**config.mk**
```make
export PLATFORM = sky130hd
export DESIGN_NAME = intra_filt_accum
export DESIGN_NICKNAME = d
export VERILOG_FILES = /design/src/rtl/intra_filt_pkg.sv /design/src/rtl/intra_filt_clip.sv /design/src/rtl/intra_filt_accum.sv
export SDC_FILE = /design/constraint.sdc
export NUM_CORES = 1
export LEC_CHECK = 0
export ABC_AREA = 1
export CAP_MARGIN = 10
export CORE_MARGIN = 5
export CORE_UTILIZATION = 55
export DETAILED_ROUTE_END_ITERATION = 10
export HOLD_SLACK_MARGIN = 0.03
export PLACE_DENSITY_LB_ADDON = 0.15
export SLEW_MARGIN = 10
export SYNTH_ARGS = -nofsm -noshare
export SYNTH_HDL_FRONTEND = slang
export SYNTH_SLANG_ARGS = --single-unit
```
**constraint.sdc**
```tcl
create_clock -name clk -period 6 [get_ports clk]
set_input_delay 0.9 -clock clk [delete_from_list [all_inputs] [get_ports clk]]
set_output_delay 0.9 -clock clk [all_outputs]
set_load 0.03 [all_outputs]
```
**src/rtl/intra_filt_pkg.sv**
```systemverilog
// Shared constants and helpers for the intra-angular filter accumulation stage.
// Optional clip flag output is enabled with `define INTRA_FILT_CLIP_FLAG_EN.
package intra_filt_pkg;

  localparam int ROUND_OFF  = 32;
  localparam int FILT_SHIFT = 6;

  // Accumulator width for the default 16-bit tap products (four products summed).
  localparam int PROD_W_DEFAULT = 16;
  localparam int ACC_W          = PROD_W_DEFAULT + 2;
  typedef logic signed [ACC_W-1:0] acc_t;

  // Saturate a signed value to the unsigned pixel range [0, 2^bit_depth-1].
  function automatic logic [31:0] clip_pix(input logic signed [31:0] value,
                                           input int bit_depth);
    logic signed [31:0] maxVal;
    maxVal = (32'sd1 <<< bit_depth) - 32'sd1;
    if (value < 0) begin
      return '0;
    end else if (value > maxVal) begin
      return maxVal;
    end else begin
      return value;
    end
  endfunction

endpackage

```
**src/rtl/intra_filt_clip.sv**
```systemverilog
// Combinational round, arithmetic shift and pixel clip of one accumulated sample.
// Drives clipped_o only when INTRA_FILT_CLIP_FLAG_EN is defined.
module intra_filt_clip
  import intra_filt_pkg::*;
#(
  parameter int SUM_W     = 18,
  parameter int BIT_DEPTH = 8
) (
  input  logic signed [SUM_W-1:0]     sum_i,
  output logic        [BIT_DEPTH-1:0] sample_o
`ifdef INTRA_FILT_CLIP_FLAG_EN
  ,
  output logic                        clipped_o
`endif
);

  // One guard bit: adding the rounding offset to the largest sum would overflow SUM_W.
  localparam int RW = SUM_W + 1;

  logic signed [RW-1:0] rounded;
  logic signed [31:0]   rExt;

  assign rounded  = (RW'(sum_i) + RW'(ROUND_OFF)) >>> FILT_SHIFT;
  assign rExt     = 32'(rounded);
  assign sample_o = BIT_DEPTH'(clip_pix(rExt, BIT_DEPTH));

`ifdef INTRA_FILT_CLIP_FLAG_EN
  localparam logic signed [31:0] MAX_PIX = (32'sd1 <<< BIT_DEPTH) - 32'sd1;

  assign clipped_o = (rExt < 0) || (rExt > MAX_PIX);
`endif

endmodule

```
**src/rtl/intra_filt_accum.sv**
```systemverilog
// Two-stage accumulate/round/clip pipeline with valid/ready flow control and block index.
// Defining INTRA_FILT_CLIP_FLAG_EN adds the registered out_clipped port.
module intra_filt_accum
  import intra_filt_pkg::*;
#(
  parameter int BIT_DEPTH     = 8,
  parameter int PROD_W        = 16,
  parameter int BLOCK_SAMPLES = 16
) (
  input  logic                             clk,
  input  logic                             rst,
  input  logic                             in_valid,
  output logic                             in_ready,
  input  logic signed [PROD_W-1:0]         in_p0,
  input  logic signed [PROD_W-1:0]         in_p1,
  input  logic signed [PROD_W-1:0]         in_p2,
  input  logic signed [PROD_W-1:0]         in_p3,
  output logic                             out_valid,
  input  logic                             out_ready,
  output logic [BIT_DEPTH-1:0]             out_sample,
  output logic [$clog2(BLOCK_SAMPLES)-1:0] out_idx,
  output logic                             out_last
`ifdef INTRA_FILT_CLIP_FLAG_EN
  ,
  output logic                             out_clipped
`endif
);

  localparam int S1_W  = PROD_W + 1;
  localparam int SUM_W = PROD_W + 2;
  localparam int IDX_W = $clog2(BLOCK_SAMPLES);
  localparam logic [IDX_W-1:0] LAST_IDX = IDX_W'(BLOCK_SAMPLES - 1);

  logic                    adv;
  logic                    drain;
  logic signed [S1_W-1:0]  s1_a_q, s1_a_d;
  logic signed [S1_W-1:0]  s1_b_q, s1_b_d;
  logic                    s1_v_q, s1_v_d;
  logic signed [SUM_W-1:0] sum;
  logic [BIT_DEPTH-1:0]    clipSample;
  logic [BIT_DEPTH-1:0]    out_sample_q, out_sample_d;
  logic                    out_valid_q, out_valid_d;
  logic [IDX_W-1:0]        idx_q, idx_d;

  // Whole pipeline moves as one; a stalled output freezes both stages.
  assign adv      = !out_valid_q || out_ready;
  assign drain    = out_valid_q && out_ready;
  assign in_ready = adv;

  assign sum = SUM_W'(s1_a_q) + SUM_W'(s1_b_q);

`ifdef INTRA_FILT_CLIP_FLAG_EN
  logic clipFlag;
  logic clipped_q, clipped_d;

  intra_filt_clip #(
    .SUM_W    (SUM_W),
    .BIT_DEPTH(BIT_DEPTH)
  ) u_clip (
    .sum_i    (sum),
    .sample_o (clipSample),
    .clipped_o(clipFlag)
  );
`else
  intra_filt_clip #(
    .SUM_W    (SUM_W),
    .BIT_DEPTH(BIT_DEPTH)
  ) u_clip (
    .sum_i   (sum),
    .sample_o(clipSample)
  );
`endif

  always_comb begin
    s1_a_d       = s1_a_q;
    s1_b_d       = s1_b_q;
    s1_v_d       = s1_v_q;
    out_sample_d = out_sample_q;
    out_valid_d  = out_valid_q;
    if (adv) begin
      s1_a_d       = S1_W'(in_p0) + S1_W'(in_p1);
      s1_b_d       = S1_W'(in_p2) + S1_W'(in_p3);
      s1_v_d       = in_valid;
      out_sample_d = clipSample;
      out_valid_d  = s1_v_q;
    end
  end

  // Sample index advances only on a completed output handshake.
  always_comb begin
    idx_d = idx_q;
    if (drain) begin
      idx_d = (idx_q == LAST_IDX) ? '0 : idx_q + 1'b1;
    end
  end

  always_ff @(posedge clk) begin
    if (rst) begin
      s1_a_q       <= '0;
      s1_b_q       <= '0;
      s1_v_q       <= 1'b0;
      out_sample_q <= '0;
      out_valid_q  <= 1'b0;
      idx_q        <= '0;
    end else begin
      s1_a_q       <= s1_a_d;
      s1_b_q       <= s1_b_d;
      s1_v_q       <= s1_v_d;
      out_sample_q <= out_sample_d;
      out_valid_q  <= out_valid_d;
      idx_q        <= idx_d;
    end
  end

`ifdef INTRA_FILT_CLIP_FLAG_EN
  always_comb begin
    clipped_d = clipped_q;
    if (adv) begin
      clipped_d = clipFlag;
    end
  end

  always_ff @(posedge clk) begin
    if (rst) begin
      clipped_q <= 1'b0;
    end else begin
      clipped_q <= clipped_d;
    end
  end

  assign out_clipped = clipped_q;
`endif

  assign out_valid  = out_valid_q;
  assign out_sample = out_sample_q;
  assign out_idx    = idx_q;
  assign out_last   = out_valid_q && (idx_q == LAST_IDX);

endmodule

```
==> run metrics <==
IO Count=83; CP Launch Type=input port; Max-slew headroom=approximately a third; first-pass GRT wire length=between 15,000 and 20,000 microns; Detailed Routing Iterations Pass 1=4; crit share post-route=67.6%; Placed Instances=a little over 800; DRT Wirelength=around 11,000 microns; x dimension of the die=~100 microns; unrepaired setup endpoints after global routing=no; Worst setup EP type=primary output; count of final max-slew check failures=0; Syn-to-layout area delta=22.4%; fin crit period=between 4000 and 5000 ps; clk slew on worst S/H paths=90 ps; DR iter-0 viols=between 200 and 250; H-tree depth=2; setup TNS=0 ps; vias=around 4,400; Post-synth ARST share=0%; Min-Delay Endpoint=s1_v_q; Setup Buffers After CTS=0; status=finished, final reports clean; sequential area share after synthesis=21.7%; XOR/XNOR share of the synthesized area=under 10%; Sw Pwr=0.472 mW; post-DR wirelength/cell=~13 microns; total CTS buffers=5; worst r2r src=s1_b_q[5]; Num Clock Sinks=48; HP Start=s1_v_q; multiplexer share of the synthesized area=0%; Compound-Gate Fraction of Synth Area=22.6%; die height=approximately 100 microns; synthesized area=about 0.0044 sq mm; Gate power share=between 50% and 60%; DRC violations left=0; port bufs=82; M2 GR Usage=between 30% and 40%; Antenna Nets Post-Route=0; Fin. Hold Viols=0; largest family of logic cells by synthesized area=compound AO/OA/AOI/OAI gates; Mean Syn Cell Area=~6.9 sq um; nets@finish=between 800 and 900; worst reg2reg endpoint=out_sample[3]; Hold Buf Count CTS=0; clk root buf=clkbuf_8; Yosys Warn Count=0; most common cell in the synthesized netlist=nand2_1; pre-CTS WS=about 2000 ps; Sequential Power Share=between 30% and 40%; leading area contributor after synthesis=dfxtp_1; Fmax achieved=between 200 and 250 MHz; GR Overflow Total=0; antenna cells=0; clock power share=approximately 16%; worst r2r path cells=17; Synth top area share=21.7%; Die ar.=~0.0099 sq mm; Finish-stage setup viols=0; GRT met3 Usage=under 10%; switching share of power=roughly 41%; global-route total usage across every layer=about 22%; max cap viols=0; Synth Flop Type=dfxtp_1; layout cell share with drive strength beyond 1=5.42%; busiest grt layer=met2; flop-to-flop setup slack=around 3500 ps; worst-case clock skew=between 5 and 6 ps; fin cells=roughly 820; Worst Path Max Fanout=45; Post-Synth Simple-Gate Area=21.5%; Unique masters post-synth=38; largest cells by area after synthesis=dfxtp_1 22%, ha_1 18%, nand2_1 12%, inv_1 8.5%, a21oi_1 6.4%; Int Pwr=approximately 0.7 mW; Syn Nets=roughly 800; pin count of the biggest net entering global routing=46; initial antenna violation count=0; Post-synth EDFFs=0; Seq cells post-synth=48; Power Dens Cells=roughly 210 mW/mm^2; Core Area=just under 0.008 sq mm; maximum vdd drop=about 0.13 mV; WS Path Type=input port to primary output; Hold Crit Depth=2; post_cts resized=0; number of global-route vias before repair=~4,300; Cell Rows=32; grt met1 use=around 29%; Final WS setup=1940 ps; Mapped Cells=approximately 640; leak pwr=2.79 nW; Placer Congestion=between 0.9 and 1; worst skew pair latency=300 ps; TritonCTS clock tree=built; Initial Util=57.0%; Final Core Density=69.8%; final cell area excluding filler cells=around 0.0054 sq mm; worst slew pin tran=between 1000 and 1500 ps; critical path required time=a little over 5000 ps; vias per inst=roughly 5.4; Worst Hold Class=flop to flop; area post-placement=about 0.0053 sq mm; post-detail-place hpwl=slightly below 9000 microns; Bufs on Longest Clock Path=2; Synth Area in Adders=between 15 and 20%; Post-synth top cells=138 x nand2_1, 100 x inv_1, 65 x ha_1, 57 x a21oi_1, 48 x dfxtp_1; Worst EP arrival=3160 ps
[state kept, by name, summed over array words and instances, names as in the netlist]
signal and cells:
s1_b_q 17, out_valid 1, out_sample 8, s1_v_q 1, s1_a_q 17, out_idx 4
[how the worst max path moves through the flow]
stage,start,to,cells after the start
global route,out_ready,in_ready,5
finish,out_ready,in_ready,5
global placement,out_ready,in_ready,5
floorplan,in_p0[0],s1_a_q[12],12
detailed placement,out_ready,in_ready,5
CTS,out_ready,in_ready,5
[worst max-delay path, stage by stage]
cell and delay (ps):
clkdlybuf4s50_1 530, nor2_4 50, buf_4 270, inv_2 590, clkdlybuf4s50_1 800
[placed cells by master (no fill, tap or decap), types with 2 or more instances in the layout]
cell type / n
o21ai_1: 8
nor2_1: 26
o211ai_1: 15
nand4_1: 4
o31ai_1: 3
a21oi_1: 57
a21oi_4: 2
dfxtp_1: 48
clkbuf_8: 5
xor2_1: 15
inv_2: 6
nand2_1: 138
fa_1: 2
o21ai_0: 36
nor4_1: 4
nand2_2: 6
a21o_1: 6
o21bai_1: 16
clkdlybuf4s50_1: 82
a21oi_2: 10
nor3_1: 7
inv_1: 100
xnor2_1: 10
ha_1: 65
nand3_1: 27
a31oi_1: 7
[power groups by stage]
stage	combinational [mW]	clock [mW]	sequential, mW
after floorplan	0.378	0	0.418
after global placement	0.561	0	0.397
after detailed placement	0.574	0	0.398
after CTS	0.577	0.189	0.391
after global routing	0.650	0.208	0.396
final	0.577	0.187	0.390
[routing by layer]
metal | part of all wire [%] | vias to the layer above
li1 | - | 2291
met1 | 46 | 2024
met2 | 48 | 79
met3 | 3.9 | 16
met4 | 2.1 | 0
met5 | 0 | -
[cell families after synthesis]
group	Yosys count
AOI/OAI and AO/OA	164
xor gates and xnor gates	25
adders and majority gates	67
buffers and inverters	118
DFF	48
and+or+nand+nor	220
[through the flow]
stage	hold WS, ps	power, mW
5_1_grt	498	1.25
4_1_cts	464	1.16
3_3_place_gp	451	0.958
3_5_place_dp	452	0.971
6_report	466	1.15
2_1_floorplan	430	0.796
[layout make-up]
| cell class | instances | area (sq um) |
|---|---|---|
| timing repair buffer | 83 | 828 |
| multi-input combinational | 476 | 3020 |
| inverter | 106 | 398 |
| clock buffer | 5 | 68.8 |
| sequential | 48 | 961 |
| tap | 102 | 128 |
| clock inverter | 2 | 12.5 |
| fill | 693 | 2350 |
Note: power is estimated with default switching activity, not from simulation.
